[src/rtl/matrix_c_drain.sv]
// Streams an 8x8 column-major result matrix out in row-major order.
// Define DRAIN_CHECKSUM_EN to add a running signed checksum output.
module matrix_c_drain #(
  parameter int DATA_W = 19
) (
  input  logic                     clk,
  input  logic                     rst,
  input  logic                     start,
  output logic                     mem_rd,
  output logic [5:0]               mem_addr,
  input  logic signed [DATA_W-1:0] mem_rdata,
  output logic signed [DATA_W-1:0] out_data,
  output logic [2:0]               out_row,
  output logic [2:0]               out_col,
  output logic                     out_valid,
  input  logic                     out_ready,
  output logic                     out_last,
  output logic                     busy,
`ifdef DRAIN_CHECKSUM_EN
  output logic                     done,
  output logic signed [DATA_W+5:0] checksum
`else
  output logic                     done
`endif
);

  typedef enum logic [1:0] {
    IDLE,
    RUN,
    DONE
  } state_t;

  state_t state;

  logic [6:0] rd_cnt;
  logic [5:0] out_idx;
  logic       rd_q;

  logic signed [DATA_W-1:0] fifo [2];
  logic       wr_ptr;
  logic       rd_ptr;
  logic [1:0] count;

  logic       push;
  logic       pop;
  logic [2:0] occ;
  logic       rd_ok;
  logic       head_last;

  assign push      = rd_q;
  assign out_valid = (count != 2'd0);
  assign pop       = out_valid && out_ready;
  assign head_last = (out_idx == 6'd63);

  // Slots already claimed: buffered entries plus the read whose data
  // lands next edge. A pop this cycle frees one slot in time.
  assign occ   = {1'b0, count} + {2'b00, rd_q};
  assign rd_ok = (occ < 3'd2) || ((occ == 3'd2) && pop);

  assign mem_rd   = (state == RUN) && !rd_cnt[6] && rd_ok;
  assign mem_addr = mem_rd ? {rd_cnt[2:0], rd_cnt[5:3]} : 6'd0;

  assign out_data = out_valid ? fifo[rd_ptr] : '0;
  assign out_row  = out_valid ? out_idx[5:3] : 3'd0;
  assign out_col  = out_valid ? out_idx[2:0] : 3'd0;
  assign out_last = out_valid && head_last;

  assign busy = (state == RUN);
  assign done = (state == DONE);

  always_ff @(posedge clk or posedge rst) begin
    if (rst) begin
      state   <= IDLE;
      rd_cnt  <= '0;
      out_idx <= '0;
      rd_q    <= 1'b0;
      wr_ptr  <= 1'b0;
      rd_ptr  <= 1'b0;
      count   <= '0;
      fifo[0] <= '0;
      fifo[1] <= '0;
    end else begin
      rd_q  <= mem_rd;
      count <= count + {1'b0, push} - {1'b0, pop};
      if (push) begin
        fifo[wr_ptr] <= mem_rdata;
        wr_ptr       <= ~wr_ptr;
      end
      if (pop) begin
        rd_ptr  <= ~rd_ptr;
        out_idx <= out_idx + 6'd1;
      end
      if (mem_rd) begin
        rd_cnt <= rd_cnt + 7'd1;
      end
      unique case (state)
        IDLE: begin
          if (start) begin
            state   <= RUN;
            rd_cnt  <= '0;
            out_idx <= '0;
          end
        end
        RUN: begin
          if (pop && head_last) begin
            state <= DONE;
          end
        end
        DONE: begin
          state <= IDLE;
        end
        default: begin
          state <= IDLE;
        end
      endcase
    end
  end

`ifdef DRAIN_CHECKSUM_EN
  always_ff @(posedge clk or posedge rst) begin
    if (rst) begin
      checksum <= '0;
    end else if ((state == IDLE) && start) begin
      checksum <= '0;
    end else if (pop) begin
      checksum <= checksum + (DATA_W + 6)'(out_data);
    end
  end
`endif

endmodule

[config.mk]
export PLATFORM = sky130hd
export DESIGN_NAME = matrix_c_drain
export DESIGN_NICKNAME = d
export VERILOG_FILES = /design/src/rtl/matrix_c_drain.sv
export SDC_FILE = /design/constraint.sdc
export NUM_CORES = 1
export LEC_CHECK = 0
export CORE_ASPECT_RATIO = 1.75
export CORE_UTILIZATION = 35
export CTS_BUF_LIST = sky130_fd_sc_hd__clkbuf_8
export DETAILED_ROUTE_END_ITERATION = 6
export GPL_ROUTABILITY_DRIVEN = 0
export GPL_TIMING_DRIVEN = 0
export PLACE_DENSITY_LB_ADDON = 0.25
export SYNTH_ARGS = -nofsm -noshare
export SYNTH_HDL_FRONTEND = slang
export SYNTH_SLANG_ARGS = --single-unit
[constraint.sdc]
create_clock -name clk -period 4.2 [get_ports clk]
set_input_delay 1.26 -clock clk [delete_from_list [all_inputs] [get_ports clk]]
set_output_delay 1.26 -clock clk [all_outputs]
set_load 0.01 [all_outputs]
## Word-level counts from Yosys, hierarchy flattened

Index checks and enable logic that the tools add are counted.

| storage, ports and cells | value |
|---|---|
| register bits | 58 |
| bits of input ports | 23 |
| output and inout bits | 36 |

| cells by class | value |
|---|---|
| add/sub/neg operators | 5 |
| $lt $le $gt $ge | 4 |
| eq/ne operators | 6 |
| muxes and demuxes | 19 |
| bitwise gates (word level) | 4 |
| reduce and logical (&&, ||, !) cells | 12 |

Operator list:

| cell | count |
|---|---|
| 2-to-1 mux 19 bit | 5 |
| bitwise mux 38 bit | 1 |
| 2-to-1 mux 6 bit | 4 |
| 2-to-1 mux 7 bit | 3 |
| demux 19 bit (select 1 bit) | 1 |
| adder 7 x 1 -> 7 bit, second input constant | 1 |
| logical AND 1 bit | 7 |
| adder 6 x 1 -> 6 bit, second input constant | 1 |
| equality test 6 bit, second input constant | 1 |
| 2-to-1 mux 3 bit | 2 |
| greater-or-equal comparator 2 bit, second input constant | 2 |
| 2-to-1 mux 2 bit | 2 |
| NOT 1 -> 2 bit | 2 |
| case mux 2 bit (2 select lines) | 1 |
| adder 2 x 1 -> 3 bit | 1 |
| equality test 3 x 2 -> 1 bit, second input constant | 1 |
| < comparator 3 x 2 -> 1 bit, second input constant | 1 |
| adder 2 x 1 -> 2 bit | 1 |
| equality test 2 x 1 -> 1 bit, second input constant | 1 |
| equality test 2 bit, second input constant | 1 |
| zero test 2 bit | 1 |
| < comparator 2 x 1 -> 1 bit, second input constant | 1 |
| != test 2 x 1 -> 1 bit, second input constant | 1 |
| != test 2 bit, second input constant | 1 |
| other kinds (6) | 7 |

## Logic depth before layout (Yosys ltp)

Gate-level depths: netlist of the first run.

| logic depth | value |
|---|---|
| word-level depth | 8 |
| depth in mapped cells | 7 |

## Worst setup path before layout of the first run

No wires, ideal clock.

| timing | value |
|---|---|
| path kind | input to output |
| start | input port out_ready |
| end | output port mem_addr[0] |
| data arrival time | 1.948 ns |
| setup slack | 0.992 ns |
| cell stages on the path | 4 |
| path buffers | 1 |
| cells stage by stage | o21a_1 > buf_6 > a31o_2 > and3_1 |

| between the ends | value |
|---|---|
| cells in the longest elaborated chain, start to end | 5 |

RTL lines:

| what | RTL line | text |
|---|---|---|
| start: declaration | 16 | `input logic out_ready,` |
| logical AND 1 bit | 52 | `assign pop = out_valid && out_ready;` |
| via pop | 45 | `logic pop;` |
| logical AND 1 bit | 58 | `assign rd_ok = (occ < 3'd2) \|\| ((occ == 3'd2) && pop);` |
| logical OR 1 bit | 58 |  |
| logical AND 1 bit | 60 | `assign mem_rd = (state == RUN) && !rd_cnt[6] && rd_ok;` |
| 2-to-1 mux 6 bit | 61 | `assign mem_addr = mem_rd ? {rd_cnt[2:0], rd_cnt[5:3]} : 6'd0;` |
| end: declaration | 10 | `output logic [5:0] mem_addr,` |

The timed path passes the listed nets, and every way through them passes these cells.

## Worst setup path in the final report of the first run

| timing | value |
|---|---|
| start | input port out_ready |
| end | output port mem_rd |

| between the ends | value |
|---|---|
| cells in the longest elaborated chain, start to end | 4 |

RTL lines:

| what | RTL line | text |
|---|---|---|
| logical AND 1 bit | 52 |  |
| via pop | 45 |  |
| logical AND 1 bit | 58 |  |
| logical OR 1 bit | 58 |  |
| logical AND 1 bit | 60 |  |
| end: declaration | 9 | `output logic mem_rd,` |

The timed path passes the listed nets, and every way through them passes these cells.

==> results of run 1 <==
==> repair_timing <==
action,CTS,global route
hold endpoints to repair,0,0
setup endpoints to repair,7,7
gates resized for setup,2,7
==> sequential cells by signal (all words and copies together) (netlist names) <==
register,flops
rd_cnt,7
rd_ptr,1
out_idx,6
wr_ptr,1
count,2
state,2
fifo,38
push,1
==> cell usage in the layout, fill, tap and decap left out, types with 5 or more instances in the layout <==
cell and count:
dfrtp_1 58, clkdlybuf4s50_1 52, mux2_2 38, nor2_1 26
mux2i_1 22, nand2_1 10, inv_1 10, clkbuf_8 10
nor2b_1 8, and3_1 7, ha_1 7, dlymetal6s2s_1 6
a21oi_1 5
==> per-stage QoR <==
step                      setup TNS (ns)  power, W  area, um2
final                                  0  0.002945       3699
after global routing            -0.01486  0.003180       3699
after CTS                              0  0.002998       3679
after detailed placement        -0.08388  0.002561       3515
after global placement           -0.1596  0.002522       3495
after floorplan                        0  0.001924       2804
==> critical path, stage by stage <==
cell             delay (ns)
clkdlybuf4s50_1        0.48
o21a_1                 0.13
buf_6                  0.15
a31oi_4                0.16
nor2_4                 0.15
clkdlybuf4s50_1        0.55
==> cell families after synthesis <==
logic type,Yosys count,synth area share
adders and majority gates,7,0.03123
muxes,60,0.2311
AOI/OAI and AO/OA,16,0.04016
buffers and inverters,15,0.02499
xor gates and xnor gates,8,0.02499
and+or+nand+nor,72,0.1299
DFF,58,0.5176
==> report_power, final <==
part / switching [W] / leakage [nW] / internal (W) / total [W]
clock network: 0.000192 / 0.0932 / 0.000215 / 0.000407
registers: 0.000168 / 0.697 / 0.000823 / 0.000992
logic: 0.000684 / 0.937 / 0.000863 / 0.00155
total: 0.00104 / 1.73 / 0.00190 / 0.00295
==> how the worst min path moves through the flow <==
| stage | slack (ns) | start | depth (start not counted) | end |
|---|---|---|---|---|
| 2_1_floorplan | 0.45 | rd_cnt[4]$_DFF_PP0_ | 1 | rd_cnt[4]$_DFF_PP0_ |
| 5_1_grt | 0.52 | fifo[0]$_DFFE_PP0P_ | 1 | fifo[0]$_DFFE_PP0P_ |
| 4_1_cts | 0.51 | fifo[13]$_DFFE_PP0P_ | 1 | fifo[13]$_DFFE_PP0P_ |
| 3_5_place_dp | 0.49 | fifo[13]$_DFFE_PP0P_ | 1 | fifo[13]$_DFFE_PP0P_ |
| 3_3_place_gp | 0.49 | fifo[14]$_DFFE_PP0P_ | 1 | fifo[14]$_DFFE_PP0P_ |
| 6_report | 0.50 | rd_cnt[4]$_DFF_PP0_ | 1 | rd_cnt[4]$_DFF_PP0_ |
==> final cells by class <==
cell class,instances,area [um2]
clock inverters,4,15.01
flip-flops and latches,58,1451
fillers,744,3974
plain buffers,8,43.79
inverters,7,26.28
well taps,88,110.1
multi-input cells,163,1299
clock buffers,10,137.6
repair buffers,59,615.6
==> metal layers <==
layer | track usage | vias up
met5 | 0 | -
met4 | 0.06750 | 0
met3 | 0.04250 | 7
met2 | 0.2737 | 36
met1 | 0.1690 | 974
li1 | - | 958
==> flow_summary.json, run 1 <==
{
  "vias_per_cell": 4.975,
  "holdBufCountCts": 0,
  "r2r.worst_path.cells": 6,
  "synth_cells": 236,
  "ys_types": 34,
  "yosysTopAreaCellShare": 0.5176,
  "die_h_um": 120.4,
  "placed_cells": 383,
  "grtUsageTotal": 0.1537,
  "max_freq_mhz": 241.5,
  "wl_met2_mm": 3.174,
  "clock_sinks": 58,
  "rsz0062_at_grt": "yes",
  "cts.clk_slew.worst_paths_ns": 0.06,
  "r2r_start": "count[0]$_DFF_PP0_",
  "p_leak_nw": 1.728,
  "hold_viol_final": 0,
  "layout_setup_ws_ns": 0.05990,
  "wl_met3_um": 228,
  "yosysWarnings": 0,
  "diodes": 0,
  "slew_violations": 0,
  "wirelength_mm": 5.817,
  "end_kind": "output pin",
  "synth.area.top_cells": "dfrtp_1 (52%), mux2_2 (15%), mux2i_1 (7.9%)",
  "outcome": "finished clean",
  "cts_tree": "done",
  "skew_ns": 0.004872,
  "yosys.area.top_type": "dfrtp_1",
  "nets": 336,
  "layout-area-overhead-vs-synth_pct": 31.91,
  "synth.most_common_cell": "dfrtp_1",
  "setup-violations-final": 0,
  "min_period_ns": 4.140,
  "ant_nets": 0,
  "vias": 1975,
  "clock_tree.buffer_depth": 2,
  "grt_pass1_vias": 2092,
  "syn_nets": 266,
  "cp.arrival_ns": 2.88,
  "cp-startpoint": "out_ready",
  "dp_hpwl_mm": 4.082,
  "synth_edf_count": 0,
  "drive_above_1_share": 0.1942,
  "io_pins": 59,
  "critPathMaxFanout": 10,
  "cp-endpoint": "mem_rd",
  "routedWlPerCell_um": 14.65,
  "rows": 42,
  "reg2reg_slack_ns": 2.32,
  "tightestPinTransition_ns": 0.7905,
  "hold_path_class": "reg2reg",
  "grt_pass1_wl_mm": 9.963,
  "clock_latency_ns": 0.33,
  "drt-initial-drc-count": 61,
  "fp.dieArea_um2": 8387,
  "post-cts-setup-buffers": 0,
  "cts-root-buf": "clkbuf_8",
  "grt_max_degree": 37,
  "avgSynthCellArea_um2": 11.88,
  "initial_core_util": 0.3655,
  "path_class": "in2out",
  "cp-start-kind": "primary input",
  "whs_ns": 0.5007,
  "slew_headroom": 0.4730,
  "r2r_end": "rd_cnt[3]$_DFF_PP0_",
  "ctsHtreeMaxLevel": 3,
  "synth_top_flop_cell": "dfrtp_1",
  "met1_length_mm": 2.321,
  "power-per-cell-area_nw_per_um2": 796.3,
  "first_pass_iters": 4,
  "synthArstFlopShare": 1.000,
  "core_area_um2": 7672,
  "fin_crit_sh": 0.9857,
  "port_buffers": 58,
  "pre_cts_slack_ns": -0.05730,
  "cp_data_required_time_ns": 2.94,
  "antenna_found_initial": 0,
  "final_cells": 397,
  "synthesis.area_um2": 2804,
  "dieWidth_um": 69.66,
  "yosys-top-cells-count": "dfrtp_1 (58), mux2_2 (38), nor2_1 (27)",
  "irDropWorstVdd_mv": 0.3275,
  "drc": 0,
  "ys_ff_latch": 58,
  "numCtsBuffers": 9,
  "highest_layer": "met4",
  "grt_overflow_total": 0,
  "ys_seq_area_frac": 0.5176,
  "max-cap-violations": 0,
  "utilization": 0.4821
}
(Power assumes the default switching activity.)
==> run 2: changes to the inputs <==
CAP_MARGIN = 30   (was not set)
CELL_PAD_IN_SITES_DETAIL_PLACEMENT = 1   (was not set)
CELL_PAD_IN_SITES_GLOBAL_PLACEMENT = 1   (was not set)
==> run 2 against run 1 <==
Against the previous run:
- non-clock buffer count is the same
- highest routed layer unchanged
- routed wire length grew 6.7%
- sequential power grew 0.7%
==> flow_summary.json, run 2 (synthesis gave the netlist of run 1 again) <==
{
  "numCtsBuffers": 9,
  "holdBufCountCts": 0,
  "layout_setup_ws_ns": 0.2444,
  "utilization": 0.4778,
  "first_pass_iters": 4,
  "cp.arrival_ns": 2.70,
  "diodes": 0,
  "nets": 336,
  "max-cap-violations": 0,
  "r2r.worst_path.cells": 6,
  "rows": 42,
  "min_period_ns": 3.956,
  "cp_data_required_time_ns": 2.94,
  "slew_violations": 0,
  "max_freq_mhz": 252.8,
  "cts.clk_slew.worst_paths_ns": 0.06,
  "routedWlPerCell_um": 15.67,
  "fp.dieArea_um2": 8387,
  "placed_cells": 383,
  "clock_latency_ns": 0.32,
  "reg_top3": "fifo x38, rd_cnt x7, out_idx x6",
  "layout-area-overhead-vs-synth_pct": 30.75,
  "path_class": "in2out",
  "reg2reg_slack_ns": 2.33,
  "whs_ns": 0.5002,
  "vias": 2011,
  "drive_above_1_share": 0.1948,
  "final_cells": 396,
  "critPathMaxFanout": 8,
  "hold_viol_final": 0,
  "post-cts-setup-buffers": 0,
  "tns_ns": 0,
  "dieWidth_um": 69.66,
  "layout_common_cells": "dfrtp_1 (58), clkdlybuf4s50_1 (51), mux2_2 (38)",
  "io_pins": 59,
  "pre_cts_slack_ns": -0.07080,
  "wirelength_mm": 6.207,
  "slowest_stage": "clkdlybuf4s50_1",
  "outcome": "finished clean",
  "drc": 0,
  "antenna_found_initial": 0,
  "vias_per_cell": 5.078,
  "ant_nets": 0,
  "ctsHtreeMaxLevel": 3,
  "clock_tree.buffer_depth": 2,
  "drt-initial-drc-count": 91,
  "crit_buf_inv": 3,
  "die_h_um": 120.4,
  "cp-start-kind": "primary input",
  "grt_overflow_total": 0,
  "hold_path_class": "reg2reg",
  "cts-root-buf": "clkbuf_8",
  "nFillCells": 846,
  "min_path_cells": 1,
  "setup-violations-final": 0,
  "core_area_um2": 7672,
  "top_register": "fifo",
  "initial_core_util": 0.3655,
  "cp_top_family": "buffers and inverters",
  "path_depth": 6,
  "final_common_cell": "dfrtp_1",
  "irDropWorstVdd_mv": 0.3105,
  "grtUsageTotal": 0.1650,
  "clock_sinks": 58,
  "skew_ns": 0.005330,
  "port_buffers": 58,
  "tightestPinTransition_ns": 0.7992,
  "cts_tree": "done",
  "slowest_delay_ns": 0.43,
  "rsz0062_at_grt": "no",
  "slew_headroom": 0.4672,
  "largest_register_ffs": 38,
  "end_kind": "output pin",
  "power-per-cell-area_nw_per_um2": 799.5,
  "grt_pass1_wl_mm": 10.70,
  "p_leak_nw": 1.653,
  "worstPathCellList": "clkdlybuf4s50_1 > o21a_1 > buf_6 > a31o_4 > and3_1 > dlygate4sd2_1",
  "grt_max_degree": 43,
  "grt_pass1_vias": 2148,
  "dp_hpwl_mm": 4.410,
  "fin_crit_sh": 0.9418
}
-- run 2: path summary, 6_finish.rpt --
path	endpoint	startpoint
hold / removal	rd_cnt[4]$_DFF_PP0_	rd_cnt[4]$_DFF_PP0_
hold reg to reg	rd_cnt[4]$_DFF_PP0_	rd_cnt[4]$_DFF_PP0_
setup / recovery	mem_addr[4]	out_ready
min in group asynchronous	out_idx[0]$_DFF_PP0_	rst
setup reg to reg	rd_cnt[5]$_DFF_PP0_	count[0]$_DFF_PP0_
max in group asynchronous	fifo[4]$_DFFE_PP0P_	rst
-- run 2: final cells by class --
class,instances,area (um2),area share
Buffer,8,43.79,0.01195
Multi-Input combinational cell,163,1299,0.3543
Timing Repair Buffer,59,595.6,0.1625
Tap cell,88,110.1,0.03003
Clock buffer,9,123.9,0.03379
Inverter,7,26.28,0.007167
Sequential cell,58,1451,0.3959
Clock inverter,4,16.27,0.004437
-- run 2: layer usage --
metal / GRT usage / vias to the layer above / wire, um
met5: 0 / - / 0
met4: 0.08250 / 0 / 93
met3: 0.03250 / 7 / 203
met2: 0.2925 / 35 / 3457
met1: 0.1868 / 1014 / 2453
li1: - / 955 / -
-- run 2: timing repair --
item / 4_1_cts / 5_1_grt
gates cloned: 0 / 0
setup endpoints to repair: 7 / 1
resized for setup: 9 / 1
-- run 2: report_power, final --
| part | internal [W] | switching (W) | leakage (nW) |
|---|---|---|---|
| sequential | 0.000823 | 0.000175 | 0.697 |
| clock | 0.000196 | 0.000196 | 0.0846 |
| combinational | 0.000854 | 0.000686 | 0.871 |
| total | 0.00187 | 0.00106 | 1.65 |
-- run 2: metrics by stage --
step | area [um2] | power [W]
4_1_cts | 3664 | 0.002987
3_3_place_gp | 3495 | 0.002517
6_report | 3666 | 0.002931
5_1_grt | 3666 | 0.003165
2_1_floorplan | 2804 | 0.001924
3_5_place_dp | 3515 | 0.002573
==> run 3: changes to the inputs <==
CORE_ASPECT_RATIO = 1.1   (was 1.75)
==> run 3 against run 2 <==
Against the previous run:
- clock skew increased by 0.0062 ns
- design area increased by 2.9%
- worst setup slack improved by 0.037 ns
- first-iteration DRC count decreased by 23%
- via count increased by 2.1%
- critical path type unchanged
- critical endpoint is now mem_addr[0]
==> flow_summary.json, run 3 (synthesis gave the netlist of run 1 again) <==
{
  "max_freq_mhz": 255.2,
  "hold_viol_final": 0,
  "clock_sinks": 58,
  "fp.dieArea_um2": 8374,
  "irDropWorstVdd_mv": 0.2968,
  "grt_overflow_total": 0,
  "worstPathCellList": "clkdlybuf4s50_1 > o21a_1 > buf_6 > a31o_4 > and3_1 > dlygate4sd2_1",
  "layout_setup_ws_ns": 0.2818,
  "outcome": "finished clean",
  "fin_crit_sh": 0.9329,
  "grt_pass1_vias": 2114,
  "core_area_um2": 7597,
  "cts.clk_slew.worst_paths_ns": 0.06,
  "nets": 338,
  "slew_headroom": 0.4740,
  "cts_tree": "done",
  "dieWidth_um": 87.34,
  "rows": 33,
  "finalPower_w": 0.003062,
  "end_kind": "output pin",
  "cts-root-buf": "clkbuf_8",
  "cp_data_required_time_ns": 2.94,
  "critPathMaxFanout": 7,
  "cp.arrival_ns": 2.66,
  "clock_tree.buffer_depth": 2,
  "reg_top3": "fifo x38, rd_cnt x7, out_idx x6",
  "vias": 2053,
  "grt_pass1_wl_mm": 10.31,
  "rsz0062_at_grt": "no",
  "diodes": 0,
  "top_register": "fifo",
  "pre_cts_slack_ns": -0.08300,
  "wirelength_mm": 6.223,
  "setup-violations-final": 0,
  "vias_per_cell": 4.911,
  "antenna_found_initial": 0,
  "min-delay-start": "fifo[31]$_DFFE_PP0P_",
  "largest_register_ffs": 38,
  "hold_path_class": "reg2reg",
  "seqCellArea_um2": 1451,
  "initial_core_util": 0.3691,
  "path_class": "in2out",
  "layout_common_cells": "dfrtp_1 (58), clkdlybuf4s50_1 (51), mux2_2 (38)",
  "r2r_start": "count[0]$_DFF_PP0_",
  "grt_max_degree": 43,
  "drt-initial-drc-count": 70,
  "cp-startpoint": "out_ready",
  "multi_input_area_um2": 1299,
  "p_leak_nw": 1.737,
  "numCtsBuffers": 9,
  "final_common_cell": "dfrtp_1",
  "io_pins": 59,
  "power-per-cell-area_nw_per_um2": 811.7,
  "drive_above_1_share": 0.2141,
  "clock_latency_ns": 0.34,
  "first_pass_iters": 4,
  "tightestPinTransition_ns": 0.7890,
  "dp_hpwl_mm": 4.277,
  "routedWlPerCell_um": 14.89,
  "skew_ns": 0.01155,
  "max-cap-violations": 0,
  "die_h_um": 95.88,
  "port_buffers": 58,
  "slew_violations": 0,
  "grtUsageTotal": 0.1665,
  "cp_top_family": "buffers and inverters",
  "cp-start-kind": "primary input",
  "slowest_delay_ns": 0.43,
  "nFillCells": 838,
  "min_period_ns": 3.918,
  "ctsHtreeMaxLevel": 3,
  "layout-area-overhead-vs-synth_pct": 34.54,
  "crit_buf_inv": 3,
  "ant_nets": 0,
  "slowest_stage": "clkdlybuf4s50_1",
  "drc": 0,
  "holdBufCountCts": 0
}
[run 3: cell type report]
type / count / area share
clock inverters: 6 / 0.01526
inverters: 7 / 0.006965
multi-input cells: 163 / 0.3443
flip-flops and latches: 58 / 0.3847
well taps: 105 / 0.03483
clock buffers: 10 / 0.03648
repair buffers: 61 / 0.1658
plain buffers: 8 / 0.01161
[run 3: per-layer routing]
layer / up-vias / wire (um) / track usage
met1: 1033 / 2777 / 0.2073
met2: 43 / 3085 / 0.2767
met5: - / 0 / 0
met4: 0 / 119 / 0.07787
li1: 966 / - / -
met3: 11 / 241 / 0.03516
[run 3: worst reg2reg max path, delay by kind of cell (launching register included)]
kind,cells,cell delay (ns)
adder cells (fa/ha/maj),2,0.54
AND/OR/NAND/NOR,1,0.51
AO/OA/AOI/OAI,2,0.32
buffers and inverters,1,0.05
flip-flops,1,0.44
[run 3: timing repair]
item | 4_1_cts | 5_1_grt
resized for setup | 5 | 5
buffers inserted | 0 | 2
endpoints found under the setup margin | 7 | 5
hold endpoints to repair | 0 | 0
[run 3: final timing paths]
path | endpoint | slack (ns) | cells after the start
setup / recovery | mem_addr[0] | 0.28 | 6
hold / removal | fifo[31]$_DFFE_PP0P_ | 0.51 | 1
setup reg to reg | rd_cnt[5]$_DFF_PP0_ | 2.26 | 6
hold reg to reg | fifo[31]$_DFFE_PP0P_ | 0.51 | 1
max in group asynchronous | fifo[31]$_DFFE_PP0P_ | 2.41 | 3
min in group asynchronous | fifo[3]$_DFFE_PP0P_ | 1.23 | 2
[run 3: per-stage QoR]
step | std cells | util | setup TNS [ns] | cell area, um2 | hold slack [ns]
after floorplan | 236 | - | 0 | 2804 | 0.4540
after global placement | 399 | 0.4628 | -0.2348 | 3516 | 0.4861
after detailed placement | 400 | 0.4654 | -0.3331 | 3536 | 0.4951
after CTS | 416 | 0.4929 | 0 | 3745 | 0.5102
after global routing | 418 | 0.4965 | 0 | 3772 | 0.5172
final | 418 | 0.4965 | 0 | 3772 | 0.5051
[run 3: report_power, final]
group	total, W	leakage, nW	switching (W)	internal (W)
clock	0.000510	0.107	0.000224	0.000286
sequential	0.000995	0.697	0.000172	0.000822
combinational	0.00156	0.932	0.000694	0.000864
total	0.00306	1.74	0.00109	0.00197
